## src/rtl/multicycle_seq_ctrl.sv

```systemverilog
// rtl/multicycle_seq_ctrl.sv - per-instruction-class multi-cycle sequencer with memory handshake and retire counter
module multicycle_seq_ctrl #(
    parameter int FETCH_CYC   = 1,
    parameter int MEM_TIMEOUT = 16,
    parameter int CNT_W       = 32
) (
    input  logic             clk,
    input  logic             reset,
    input  logic             run,
    input  logic             halt_req,
    input  logic             is_load,
    input  logic             is_store,
    input  logic             is_branch,
    input  logic             reg_wr_in,
    input  logic             mem_ack,
    output logic             inst_ld,
    output logic             pc_en,
    output logic             reg_we,
    output logic             mem_rd,
    output logic             mem_wr,
    output logic             err,
    output logic [2:0]       state,
    output logic [CNT_W-1:0] retired
);

    typedef enum logic [2:0] {
        S_IDLE   = 3'd0,
        S_FETCH  = 3'd1,
        S_DECODE = 3'd2,
        S_EXEC   = 3'd3,
        S_MEM    = 3'd4,
        S_WB     = 3'd5,
        S_HALT   = 3'd6
    } state_t;

    localparam int FW = (FETCH_CYC > 1) ? $clog2(FETCH_CYC) : 1;
    localparam int WW = (MEM_TIMEOUT > 1) ? $clog2(MEM_TIMEOUT) : 1;
    localparam logic [FW-1:0] FETCH_LAST = FW'(FETCH_CYC - 1);
    localparam logic [FW-1:0] FETCH_PRE  = FW'(FETCH_CYC - 2);
    localparam logic [WW-1:0] WAIT_LAST  = WW'((MEM_TIMEOUT > 0) ? MEM_TIMEOUT - 1 : 0);
    localparam bit            TIMEOUT_EN = (MEM_TIMEOUT > 0);
    localparam bit            FETCH_ONE  = (FETCH_CYC == 1);

    state_t        st;
    state_t        ret_state;
    logic          cls_branch;
    logic          cls_load;
    logic          cls_store;
    logic          cls_wr;
    logic [FW-1:0] fetch_cnt;
    logic [WW-1:0] wait_cnt;
    logic          pc_en_q;
    logic          store_done;
    logic          retire;

    assign state = st;

    // A store completes on the ack cycle itself, so its PC advance cannot wait a register stage.
    assign store_done = (st == S_MEM) && cls_store && mem_ack;
    assign retire     = ((st == S_EXEC) && cls_branch) || (st == S_WB) || store_done;
    assign pc_en      = pc_en_q | store_done;

    always_comb begin
        ret_state = S_IDLE;
        if (halt_req)
            ret_state = S_HALT;
        else if (run)
            ret_state = S_FETCH;
    end

    always_ff @(posedge clk or posedge reset) begin
        if (reset) begin
            st         <= S_IDLE;
            cls_branch <= 1'b0;
            cls_load   <= 1'b0;
            cls_store  <= 1'b0;
            cls_wr     <= 1'b0;
            fetch_cnt  <= '0;
            wait_cnt   <= '0;
            inst_ld    <= 1'b0;
            pc_en_q    <= 1'b0;
            reg_we     <= 1'b0;
            mem_rd     <= 1'b0;
            mem_wr     <= 1'b0;
            err        <= 1'b0;
            retired    <= '0;
        end else begin
            inst_ld <= 1'b0;
            pc_en_q <= 1'b0;
            reg_we  <= 1'b0;

            case (st)
                S_IDLE: begin
                    if (run) begin
                        st        <= S_FETCH;
                        fetch_cnt <= '0;
                        inst_ld   <= FETCH_ONE;
                    end
                end
                S_FETCH: begin
                    if (fetch_cnt == FETCH_LAST) begin
                        st <= S_DECODE;
                    end else begin
                        fetch_cnt <= fetch_cnt + 1'b1;
                        inst_ld   <= (fetch_cnt == FETCH_PRE);
                    end
                end
                S_DECODE: begin
                    cls_branch <= is_branch;
                    cls_load   <= is_load & ~is_branch;
                    cls_store  <= is_store & ~is_branch & ~is_load;
                    cls_wr     <= reg_wr_in;
                    pc_en_q    <= is_branch;
                    st         <= S_EXEC;
                end
                S_EXEC: begin
                    if (!cls_branch) begin
                        if (cls_load || cls_store) begin
                            st       <= S_MEM;
                            wait_cnt <= '0;
                            mem_rd   <= cls_load;
                            mem_wr   <= cls_store;
                        end else begin
                            st      <= S_WB;
                            reg_we  <= cls_wr;
                            pc_en_q <= 1'b1;
                        end
                    end
                end
                S_MEM: begin
                    if (mem_ack) begin
                        mem_rd <= 1'b0;
                        mem_wr <= 1'b0;
                        if (cls_load) begin
                            st      <= S_WB;
                            reg_we  <= cls_wr;
                            pc_en_q <= 1'b1;
                        end
                    end else if (TIMEOUT_EN && (wait_cnt == WAIT_LAST)) begin
                        st     <= S_HALT;
                        err    <= 1'b1;
                        mem_rd <= 1'b0;
                        mem_wr <= 1'b0;
                    end else begin
                        wait_cnt <= wait_cnt + 1'b1;
                    end
                end
                S_WB: begin
                end
                S_HALT: begin
                end
                default: st <= S_IDLE;
            endcase

            // Retire overrides whatever the state arm chose for the next state.
            if (retire) begin
                retired   <= retired + 1'b1;
                st        <= ret_state;
                fetch_cnt <= '0;
                inst_ld   <= (ret_state == S_FETCH) && FETCH_ONE;
            end
        end
    end

endmodule

```

## config.mk

```make
export PLATFORM = sky130hd
export DESIGN_NAME = multicycle_seq_ctrl
export DESIGN_NICKNAME = d
export VERILOG_FILES = /design/src/rtl/multicycle_seq_ctrl.sv
export SDC_FILE = /design/constraint.sdc
export NUM_CORES = 1
export LEC_CHECK = 0
export ABC_CLOCK_PERIOD_IN_PS = 2000
export BUFFER_PORTS_ARGS = -buffer_cell sky130_fd_sc_hd__buf_2
export CAP_MARGIN = 0
export CORE_UTILIZATION = 35
export CTS_CLUSTER_SIZE = 10
export DETAILED_ROUTE_END_ITERATION = 16
export GPL_TIMING_DRIVEN = 0
export PLACE_DENSITY = 0.58
export SLEW_MARGIN = 30
export SYNTH_ARGS = -nofsm -noshare
export SYNTH_HDL_FRONTEND = slang
export SYNTH_SLANG_ARGS = --single-unit
```

## constraint.sdc

```tcl
create_clock -name clk -period 2 [get_ports clk]
set_input_delay 0.2 -clock clk [delete_from_list [all_inputs] [get_ports clk]]
set_output_delay 0.2 -clock clk [all_outputs]
set_load 0.01 [all_outputs]
```

* Yosys cells after proc, flatten, opt, wreduce, memory -nomap -nowiden *
Index checks and enable logic that the tools add are counted.

word-level totals
  word-level logic and storage cells = 100
  bits in registers = 50
  bits of input ports = 9
  output and inout port bits = 41

operators by class
  reductions and logical operators = 15
  bitwise operators = 7
  multiplexer cells = 42
  add/sub/neg operators = 3
  eq/ne operators = 19

operators by type and width
  operator                                                          number
  32-bit by 1-bit adder with 32-bit output (second input constant)  1
  3-bit two-way mux                                                 8
  1-bit two-way mux                                                 22
  3-bit one-hot mux with 6 select lines                             1
  4-bit two-way mux                                                 4
  1-bit one-hot mux with 2 select lines                             5
  3-bit == test (second input constant)                             3
  3-bit != test (second input constant)                             3
  4-bit one-hot mux with 2 select lines                             1
  3-bit by 1-bit == test with 1-bit output (second input constant)  2
  3-bit by 2-bit == test with 1-bit output (second input constant)  2
  2-bit != test (second input constant)                             3
  6-bit AND reduction                                               1
  5-bit AND reduction                                               1
  4-bit by 1-bit adder with 4-bit output (second input constant)    1
  4-bit == test (second input constant)                             1
  2-bit by 1-bit != test with 1-bit output (second input constant)  2
  4-bit by 3-bit != test with 1-bit output (second input constant)  1
  4-bit != test (second input constant)                             1
  4-bit AND reduction                                               1
  1-bit bitwise AND                                                 3
  1-bit logical AND                                                 3
  3-bit zero test                                                   1
  1-bit logical OR                                                  3
  other kinds (10)                                                  12

* Longest topological paths before layout *
Gate-level depths: netlist of the first run.

  depth in word-level cells = 6
  mapped depth = 8
  depth with buffers taken out = 6

* Worst setup path before layout of the first run *
No wires, ideal clock.

  kind = register to register
  start = reg st[2], in the netlist state[2]
  end = reg retired[11]
  required time = 1.873 ns
  library setup time = 0.127 ns
  data arrival time = 1.681 ns
  cell stages (with the launch flop) = 7
  period minus slack after synthesis = 1.808 ns
  buffers on the path = 1
  path slack = 0.192 ns
  path through = dfrtp_1 > and3b_2 > o2bb2ai_2 > buf_6 > nand3_4 > or4_4 > xnor2_2

between the ends
  longest elaborated chain between the ends = 4
  elaborated cells between the ends (all ways) = 8
  classes of those cells = eq/ne: 3; reduce/logical: 5

RTL lines
  element                                                                           line    RTL
  from (decl)                                                                       44      state_t st;
  from (signal assigned)                                                            158     st <= ret_state;
  3-bit by 2-bit == test with 1-bit output / 3-bit == test (equally long branches)  60, 59
  1-bit logical AND (on tied branches)                                              60, 59
  1-bit logical OR / 1-bit logical AND (equally long branches)                      60, 59
  1-bit logical OR *                                                                60      assign retire = ((st == S_EXEC) && cls_branch) || (st == S_WB) || store_done;
  to (signal assigned)                                                              157     retired <= retired + 1'b1;
  to (decl)                                                                         23      output logic [CNT_W-1:0] retired

Every way passes the cells marked *; elsewhere a longest branch is shown, timed or not.
A chain may end at the register's enable or synchronous reset.

* Worst setup path after layout of the first run *
  start = reg st[0], in the netlist state[0]
  end = reg retired[11]

The elaborated chain is that of the path after synthesis.

==> summary.txt, run 1 <==
Synthesis
  – Cell taking the most area after synthesis: dfrtp_1
  – Synth top area share: 52.5%
  – Synthesis warning total: 0
  – EDFF count, synth: 0
  – Area contributors post-synth: dfrtp_1 53%, xnor2_1 9.4%, nand2_1 4.2%
  – Post-Syn Nets: between 200 and 250
  – Synth Area per Inst: 10.5 um2
  – Post-Syn Instances: roughly 220
  – Seq/Total Area, Yosys: a little over half
  – Asr flop ratio synth: 100%
  – Yosys reg bits: 49
  – Yosys cell types: between 40 and 50
  – Prevailing post-synth register cell: dfrtp_1
  – Mapped cell area: roughly 2300 um2

Timing
  – Final hold vios: 0
  – RSZ-0062 raised after global routing: false
  – Setup TNS: 0 ns
  – Fin crit share: roughly 94%
  – Final hold slack: between 0.09 and 0.1 ns
  – Skew final: about 0.011 ns
  – Fin crit period: ~1.9 ns
  – Final setup violation count: 0
  – Achievable clock frequency: approximately 530 MHz
  – Measured slew at the worst slew-check pin: ~0.61 ns
  – Slew HR: a little under 60%
  – Fin. max-slew vios: 0

Power and ir drop
  – Leakage power: 1.40 nW
  – Switching share of power: approximately 36%
  – Combinational fraction of design power: 30.0%
  – Sw Pwr: just under 1 mW
  – Clock power frac: a little over a fifth
  – Power per Cell Area: between 900 and 1000 nW/um2
  – P_int: approximately 1.7 mW
  – Worst VDD drop: 0.575 mV
  – Register share of total power: 48.4%

Global routing
  – Met2 global-route usage: ~23%
  – GR Layer Usage met3: under 10%
  – GR peak layer: met2
  – First-pass GRT wire length: between 8 and 9 mm
  – Gr usage total: 14.4%
  – Pin count of the biggest net entering global routing: 50
  – Vias in the first global route: 1777
  – Initial antenna violation count: 0
  – Met1 Use GR: a little under 20%
  – Grt ovf: 0

Final layout
  – Fin cells: ~360
  – Number of antenna diodes: 0
  – FF+latch area: 1230 um2
  – Fill count: approximately 630
  – Area taken by multi-input logic gates: roughly 1000 um2
  – Nets: roughly 290
  – Area grow syn2layout: 19.3%
  – Layout cells sized above 1: roughly 27%
  – Most frequent cells in the layout: 52 x buf_2, 49 x dfrtp_1, 26 x nand2_1
  – Most common cell after layout, fill and taps aside: buf_2

CTS
  – CTS Buf Count: 5
  – CTS Buffer Depth: 2
  – Max H-tree Level: 2
  – TritonCTS clock tree: yes
  – Clk_lat worst skew: about 0.30 ns
  – Clock transition at path regs: ~0.090 ns
  – Root Driver: clkbuf_8
  – Clk sinks: ~50

Placed design
  – RePlAce Congestion: between 0.8 and 0.9
  – Dpl cells: around 350
  – DP Wirelength: 3.36 mm
  – PortBufs: 48

Floorplan
  – Row cnt: 29
  – Effective utilization at floorplan: 36.6%
  – Die area: ~7000 um2
  – Core ar.: between 6000 and 7000 um2
  – Die width: 83.7 um
  – Ports: 50
  – Vert. Die Dim: ~84 um

Run
  – Max cap viols: 0

Route
  – Wirelength per Cell: ~13 um
  – Detailed Routing Iterations Pass 1: 4
  – ANT nets after route: 0
  – Drt total wl: ~4.7 mm
  – Initial drt markers: 62
  – Vias per cell: between 5 and 6
  – DRC: 0
  – Vias: 1830

Critical path
  – CP Launch Point: state[0]
  – Crit path DAT: just over 2 ns
  – Launching point of the worst reg2reg path: state[0]
  – Critical path launch point type: flip-flop
  – Crit Path Max Fanout: 10
  – Required time of the critical path: 2.19 ns
  – Crit. End Element: flip-flop
  – Critical path class: reg -> reg

Hold path
  – Worst min path class: in -> reg
  – Worst Hold Launch: is_load

Status
  – Outcome: complete, no violations
==> layout make-up <==
cell class	count	area share (%)
Buffer	9	1.98
Clock buffer	5	2.47
Clock inverter	3	0.809
Inverter	5	0.764
Multi-Input combinational cell	159	37.5
Sequential cell	49	44.0
Tap cell	77	3.46
Timing Repair Buffer	49	8.98
==> critical path, stage by stage (launching register included) <==
cell,delay (ns)
dfrtp_1,0.39
buf_4,0.18
a21oi_1,0.08
o2bb2ai_2,0.18
buf_6,0.17
nand3_4,0.10
or4_4,0.54
xnor2_2,0.14
==> state kept, by name (all words and copies together), names as in the netlist <==
name and cells:
cls_branch 1, cls_load 1, cls_store 1, cls_wr 1, err 1, inst_ld 1
mem_rd 1, mem_wr 1, pc_en_q 1, reg_we 1, retired 32, state 3
wait_cnt 4
==> logic make-up (layout without fill, tap and decap cells) <==
| family | Yosys count | in the layout | share of synthesized area [%] |
|---|---|---|---|
| AND/OR/NAND/NOR | 94 | 94 | 21.6 |
| flip-flops | 49 | 49 | 52.5 |
| XOR/XNOR | 31 | 31 | 12.0 |
| AO/OA/AOI/OAI | 30 | 30 | 8.68 |
| buffers and inverters | 15 | 71 | 3.27 |
| adder cells (fa/ha/maj) | 2 | 2 | 1.07 |
| multiplexers | 2 | 2 | 0.911 |
==> path summary, 6_finish.rpt <==
kind	to	cells after the start	slack, ns
max in group asynchronous	retired[12]	3	1.07
hold / removal	cls_store	2	0.09
min in group asynchronous	retired[17]	3	0.53
hold reg to reg	retired[31]	1	0.47
setup reg to reg	retired[11]	7	0.12
setup / recovery	retired[11]	7	0.12
==> power groups by stage <==
stage	sequential [mW]	combinational [mW]	clock (mW)
2_1_floorplan	1.33	0.563	0
3_5_place_dp	1.34	0.810	0
3_3_place_gp	1.34	0.795	0
4_1_cts	1.32	0.809	0.622
5_1_grt	1.35	0.932	0.657
6_report	1.32	0.819	0.589
==> synth_stat cells (2+ instances only) <==
library cell	count
nor4_1	2
and4_1	2
xnor2_1	25
dfrtp_1	49
clkbuf_1	3
and3_1	8
nand2_1	26
nor3_1	2
a22o_1	2
nor3b_1	3
xor2_1	5
nand4_1	9
nand3_1	16
a31o_2	2
a21boi_0	2
nand3b_1	2
inv_1	5
nor2_1	14
and4b_1	2
o21ai_0	12
and2_1	3
buf_2	4
a21oi_1	4
buf_4	2
ha_1	2
==> metrics by stage <==
step                      utilization (%)  setup slack [ns]  total power [mW]  area (um2)
after global placement               41.8           -0.0586              2.13        2670
after floorplan                         -             0.192              1.89        2330
final                                43.6             0.121              2.73        2790
after global routing                 43.6            0.0329              2.94        2790
after CTS                            43.4            0.0922              2.75        2770
after detailed placement             41.9            0.0719              2.15        2670
==> routing by layer <==
metal,up-vias,part of all wire [%]
met5,-,0
met4,0,1.1
met3,5,4.0
met2,42,47
met1,888,47
li1,895,-
==> what timing repair did <==
action	4_1_cts	5_1_grt
gates resized for setup	1	3
gates cloned	0	0
buffers inserted	0	0
hold buffers	1	0
hold endpoints to repair	16	0
endpoints found under the setup margin	1	6
No activity file was read; power rests on OpenSTA's default activity.
==> inputs of run 2 (changes only) <==
==> constraint.sdc (replaced) <==
create_clock -name clk -period 2 [get_ports clk]
set_input_delay 0.1 -clock clk [delete_from_list [all_inputs] [get_ports clk]]
set_output_delay 0.1 -clock clk [all_outputs]
set_load 0.01 [all_outputs]
==> run 2 against run 1 <==
Against the previous run:
- non-clock buffer count rose by 2
- count of clock-buffer cells in the layout is the same
- clock skew about the same
- setup slack better by 0.0055 ns
- combinational power increased by 1%
- wire length rose by 0.47%
- critical path depth unchanged
- global-route usage increased by 0.13 points
- total power is 0.31% higher
- final area rose by 0.67%
- maximum frequency rose by 0.29%
- die area did not move
- critical endpoint unchanged
==> summary.txt, run 2 (synthesis gave the netlist of run 1 again) <==
Placed design
  – Pre-CTS setup slack: 0.0719 ns (unchanged)
  – RePlAce Congestion: 0.808 (unchanged)
  – DP Wirelength: 3.36 mm (unchanged)
  – PortBufs: 48 (unchanged)
  – Dpl cells: 348 (unchanged)

Final layout
  – Most common cell after layout, fill and taps aside: buf_2
  – Layout cells sized above 1: 26.7% (-0.55 points)
  – Number of antenna diodes: 0 (unchanged)
  – Most frequent cells in the layout: 52 x buf_2, 49 x dfrtp_1, 26 x nand2_1
  – Fill count: 629 (-0.32%)
  – Max reg flops: 32 (unchanged)
  – Fin cells: 358 (+0.56%)
  – Reg with most FFs: retired
  – Nets: 291 (+0.69%)
  – Area grow syn2layout: 20.1%

Route
  – Vias per cell: 5.13 (-0.18%)
  – Wirelength per Cell: 13.1 um (about the same)
  – Drt total wl: 4.68 mm (+0.47%)
  – Detailed Routing Iterations Pass 1: 4 (unchanged)
  – Initial drt markers: 57 (-8.1%)
  – ANT nets after route: 0 (unchanged)
  – DRC: 0 (unchanged)
  – Vias: 1837 (+0.38%)

Floorplan
  – Effective utilization at floorplan: 36.6% (unchanged)
  – Ports: 50 (unchanged)
  – Row cnt: 29 (unchanged)
  – Die width: 83.7 um (unchanged)
  – Vert. Die Dim: 83.7 um (unchanged)
  – Die area: 7000 um2 (unchanged)
  – Core ar.: 6390 um2 (unchanged)

CTS
  – TritonCTS clock tree: yes
  – Root Driver: clkbuf_8
  – Clk sinks: 49 (unchanged)
  – Clock transition at path regs: 0.09 ns (about the same)
  – CTS Buffer Depth: 2 (unchanged)
  – Max H-tree Level: 2 (unchanged)
  – CTS Buf Count: 5 (unchanged)
  – Clk_lat worst skew: 0.30 ns (about the same)

Timing
  – Skew final: 0.0110 ns (-0.0000568 ns)
  – Fin crit period: 1.87 ns (-0.00549 ns)
  – Slew HR: 59.6% (about the same)
  – Fin. max-slew vios: 0 (unchanged)
  – Fin crit share: 93.7% (-0.27 points)
  – Setup TNS: 0 ns (unchanged)
  – Final hold vios: 0 (unchanged)
  – Final setup violation count: 0 (unchanged)
  – Achievable clock frequency: 534 MHz (+0.29%)
  – Final hold slack: 0.0249 ns (-0.0701 ns)
  – RSZ-0062 raised after global routing: false
  – Measured slew at the worst slew-check pin: 0.606 ns (-0.000388 ns)
  – Final setup margin: 0.127 ns (+0.00549 ns)

Critical path
  – Critical path class: reg -> reg
  – Worst path bufs/invs: 2 (unchanged)
  – Crit. End Element: flip-flop
  – Crit path max-delay family: simple AND/OR/NAND/NOR gates
  – Slowest stage cell, crit path: or4_4
  – Critical path launch point type: flip-flop
  – CP max stage delay: 0.54 ns (about the same)
  – Critical path, cell by cell: buf_4 > a21oi_1 > o2bb2ai_2 > buf_6 > nand3_4 > or4_4 > xnor2_2
  – Required time of the critical path: 2.19 ns (about the same)
  – Launching point of the worst reg2reg path: state[0]
  – Crit path DAT: 2.07 ns (about the same)
  – CP Launch Point: state[0]
  – Crit Path Max Fanout: 10 (unchanged)

Power and ir drop
  – Leakage power: 1.41 nW (+0.70%)
  – Worst VDD drop: 0.621 mV (+8.0%)
  – Final Power: 2.74 mW (+0.31%)
  – Power per Cell Area: 976 nW/um2 (-0.36%)

Hold path
  – Worst min path class: in -> reg
  – Worst Hold Launch: reg_wr_in

Global routing
  – Initial antenna violation count: 0 (unchanged)
  – First-pass GRT wire length: 8.31 mm (+0.84%)
  – Gr usage total: 14.5% (+0.13 points)
  – Grt ovf: 0 (unchanged)
  – Vias in the first global route: 1799 (+1.2%)
  – Pin count of the biggest net entering global routing: 50 (unchanged)

Run
  – Max cap viols: 0 (unchanged)

Status
  – Outcome: complete, no violations
-- run 2: routing by layer --
layer	vias to the layer above	part of all wire [%]	track usage, %
met5	-	0	0
met4	0	1.1	4.62
met3	5	3.6	3.36
met2	37	48	23.4
met1	898	47	19.3
li1	897	-	-
-- run 2: through the flow --
step	util [%]	cell area, um2
after floorplan	-	2330
after global placement	41.8	2670
after detailed placement	41.9	2670
after CTS	43.8	2800
after global routing	43.9	2800
final	43.9	2800
-- run 2: power breakdown --
group	internal, mW	switching [mW]
combinational	0.355	0.473
clock	0.249	0.341
sequential	1.14	0.179
total	1.74	0.993
-- run 2: final timing paths --
kind                                     to  slack [ns]  depth (start not counted)
worst max-delay path            retired[11]        0.13                          7
worst min-delay path                 cls_wr        0.02                          2
worst max register to register  retired[11]        0.13                          7
worst min register to register  retired[31]        0.47                          1
max in group asynchronous       retired[12]        1.17                          3
min in group asynchronous       retired[17]        0.43                          3
-- run 2: area by class of cell --
cell class              count  area, um2  share of cell area, %
well taps                  77       96.3                   3.44
clock buffers               5       68.8                   2.45
repair buffers             51        270                   9.64
flip-flops and latches     49       1230                   43.7
multi-input cells         159       1040                   37.2
clock inverters             3       22.5                  0.803
plain buffers               9       55.1                   1.96
inverters                   5       21.3                  0.759
-- run 2: timing repair --
item	4_1_cts	5_1_grt
endpoints found under the hold margin	50	0
pin swaps	0	0
hold buffers	3	0
gates resized for setup	1	2
gates cloned	0	0
endpoints found under the setup margin	1	6
setup buffers	0	0
==> inputs of run 3 (changes only) <==
--- a/config.mk
+++ b/config.mk
@@ -13,6 +13,8 @@
 export DETAILED_ROUTE_END_ITERATION = 16
 export GPL_TIMING_DRIVEN = 0
 export PLACE_DENSITY = 0.58
+export REMOVE_ABC_BUFFERS = 1
+export SKIP_CTS_REPAIR_TIMING = 1
 export SLEW_MARGIN = 30
 export SYNTH_ARGS = -nofsm -noshare
 export SYNTH_HDL_FRONTEND = slang
==> run 3 against run 2 <==
Against the previous run:
- utilization grew 0.22 points
- largest power group unchanged
- first-iteration DRC count grew 19%
- maximum frequency shrank 2.7%
- critical endpoint unchanged
==> summary.txt, run 3 (synthesis gave the netlist of run 1 again) <==
Critical path
  – Critical path launch point type: flip-flop
  – Critical path class: reg -> reg
  – Crit path DAT: 2.11 ns (+0.04 ns)
  – R2R Path End: retired[11]
  – FF-to-FF path depth: 5 (-2)
  – Crit. End Element: flip-flop
  – R2R setup slack: 0.07 ns (-0.05 ns)
  – Required time of the critical path: 2.19 ns (about the same)
  – Crit Path Max Fanout: 13 (+3)
  – CP Launch Point: state[1]
  – Launching point of the worst reg2reg path: state[1]
  – CP Capture Point: retired[11]

Final layout
  – Util after Layout: 44.1% (+0.22 points)
  – Nets: 287 (-1.4%)
  – FF+latch area: 1230 um2 (+0.31%)
  – Area grow syn2layout: 20.7%
  – Most frequent cells in the layout: 49 x buf_2, 46 x dfrtp_1, 26 x nand2_1
  – Number of antenna diodes: 0 (unchanged)
  – Most common cell after layout, fill and taps aside: buf_2
  – Reg with most FFs: retired
  – Layout cells sized above 1: 27.8% (+1.1 points)
  – Area taken by multi-input logic gates: 1070 um2 (+2.6%)
  – Fill count: 624 (-0.79%)
  – Max reg flops: 32 (unchanged)

Floorplan
  – Core ar.: 6390 um2 (unchanged)
  – Effective utilization at floorplan: 36.6% (unchanged)
  – Die area: 7000 um2 (unchanged)
  – Vert. Die Dim: 83.7 um (unchanged)
  – Row cnt: 29 (unchanged)
  – Ports: 50 (unchanged)
  – Die width: 83.7 um (unchanged)

CTS
  – Max H-tree Level: 2 (unchanged)
  – TritonCTS clock tree: yes
  – Root Driver: clkbuf_8
  – Clk sinks: 49 (unchanged)
  – Clock transition at path regs: 0.09 ns (about the same)
  – CTS Buf Count: 5 (unchanged)
  – CTS Buffer Depth: 2 (unchanged)
  – Clk_lat worst skew: 0.30 ns (about the same)

Timing
  – Fin crit period: 1.93 ns (+0.0530 ns)
  – Final hold vios: 0 (unchanged)
  – Setup TNS: 0 ns (unchanged)
  – Achievable clock frequency: 519 MHz (-2.7%)
  – Measured slew at the worst slew-check pin: 0.618 ns (+0.0119 ns)
  – Slew HR: 58.8% (-0.79 points)
  – Final hold slack: 0.0350 ns (+0.0101 ns)
  – Skew final: 0.00752 ns (-0.00344 ns)
  – Final setup margin: 0.0739 ns (-0.0530 ns)
  – Final setup violation count: 0 (unchanged)
  – Fin. max-slew vios: 0 (unchanged)
  – Fin crit share: 96.3% (+2.6 points)

Route
  – DRC: 0 (unchanged)
  – Wirelength per Cell: 13.8 um (+5.7%)
  – Max Used Layer: met4
  – M1 wire length: 2.52 mm (+14%)
  – Vias per cell: 5.11 (-0.47%)
  – Vias: 1808 (-1.6%)
  – Detailed Routing Iterations Pass 1: 4 (unchanged)
  – Met3 WL post-DR: 191 um (+13%)
  – ANT nets after route: 0 (unchanged)
  – Initial drt markers: 68 (+19%)
  – Routed met2 length: 2.11 mm (-5.8%)
  – Drt total wl: 4.89 mm (+4.5%)

Run
  – Max cap viols: 0 (unchanged)

Global routing
  – Gr usage total: 14.5% (-0.060 points)
  – First-pass GRT wire length: 8.14 mm (-2.0%)
  – Vias in the first global route: 1695 (-5.8%)
  – Initial antenna violation count: 0 (unchanged)
  – Grt ovf: 0 (unchanged)
  – Pin count of the biggest net entering global routing: 50 (unchanged)

Status
  – Outcome: complete, no violations

Power and ir drop
  – Leakage power: 1.39 nW (-1.2%)
  – Power per Cell Area: 1000 nW/um2 (+2.7%)
  – Worst VDD drop: 0.586 mV (-5.6%)

Hold path
  – Worst Hold Launch: reg_wr_in
  – Worst min path class: in -> reg

Placed design
  – Pre-CTS setup slack: -0.172 ns (-0.243 ns)
  – DP Wirelength: 3.23 mm (-3.9%)
  – RePlAce Congestion: 0.776 (-4.0%)
  – PortBufs: 49 (+2.1%)
-- run 3: metal layers --
| layer | vias up | global-route usage, % |
|---|---|---|
| li1 | 890 | - |
| met1 | 867 | 19.5 |
| met2 | 44 | 22.8 |
| met3 | 7 | 3.17 |
| met4 | 0 | 5.55 |
| met5 | - | 0 |
-- run 3: worst min path at each step --
stage	endpoint	slack, ns	depth (start not counted)
finish	cls_wr	0.03	2
global route	cls_wr	0.04	2
CTS	wait_cnt[2]	-0.1	2
detailed placement	wait_cnt[2]	0.23	2
global placement	cls_store	0.31	2
floorplan	cls_store	0.20	1
-- run 3: cell type report --
cell class / count / share of cell area, %
Tap cell: 77 / 3.42
Sequential cell: 49 / 43.7
Timing Repair Buffer: 55 / 10.6
Multi-Input combinational cell: 160 / 38.0
Clock buffer: 7 / 3.42
Inverter: 5 / 0.755
Clock inverter: 1 / 0.178
-- run 3: report_power, final --
part           switching (mW)  total, mW  internal, mW
clock                   0.325      0.638         0.313
sequential              0.254       1.40          1.14
combinational           0.433      0.789         0.356
-- run 3: critical path, stage by stage, from the launching register on --
cell and delay (ns):
dfrtp_2 0.50, nand2b_2 0.27, o2bb2ai_4 0.26, nand3_4 0.11
or4_4 0.53, xnor2_2 0.14
-- run 3: through the flow --
stage	area, um2	total power [mW]	cells
global placement	2620	2.08	339
finish	2820	2.82	354
CTS	2720	2.73	347
detailed placement	2620	2.09	339
global route	2820	3.01	354
floorplan	2280	1.84	213
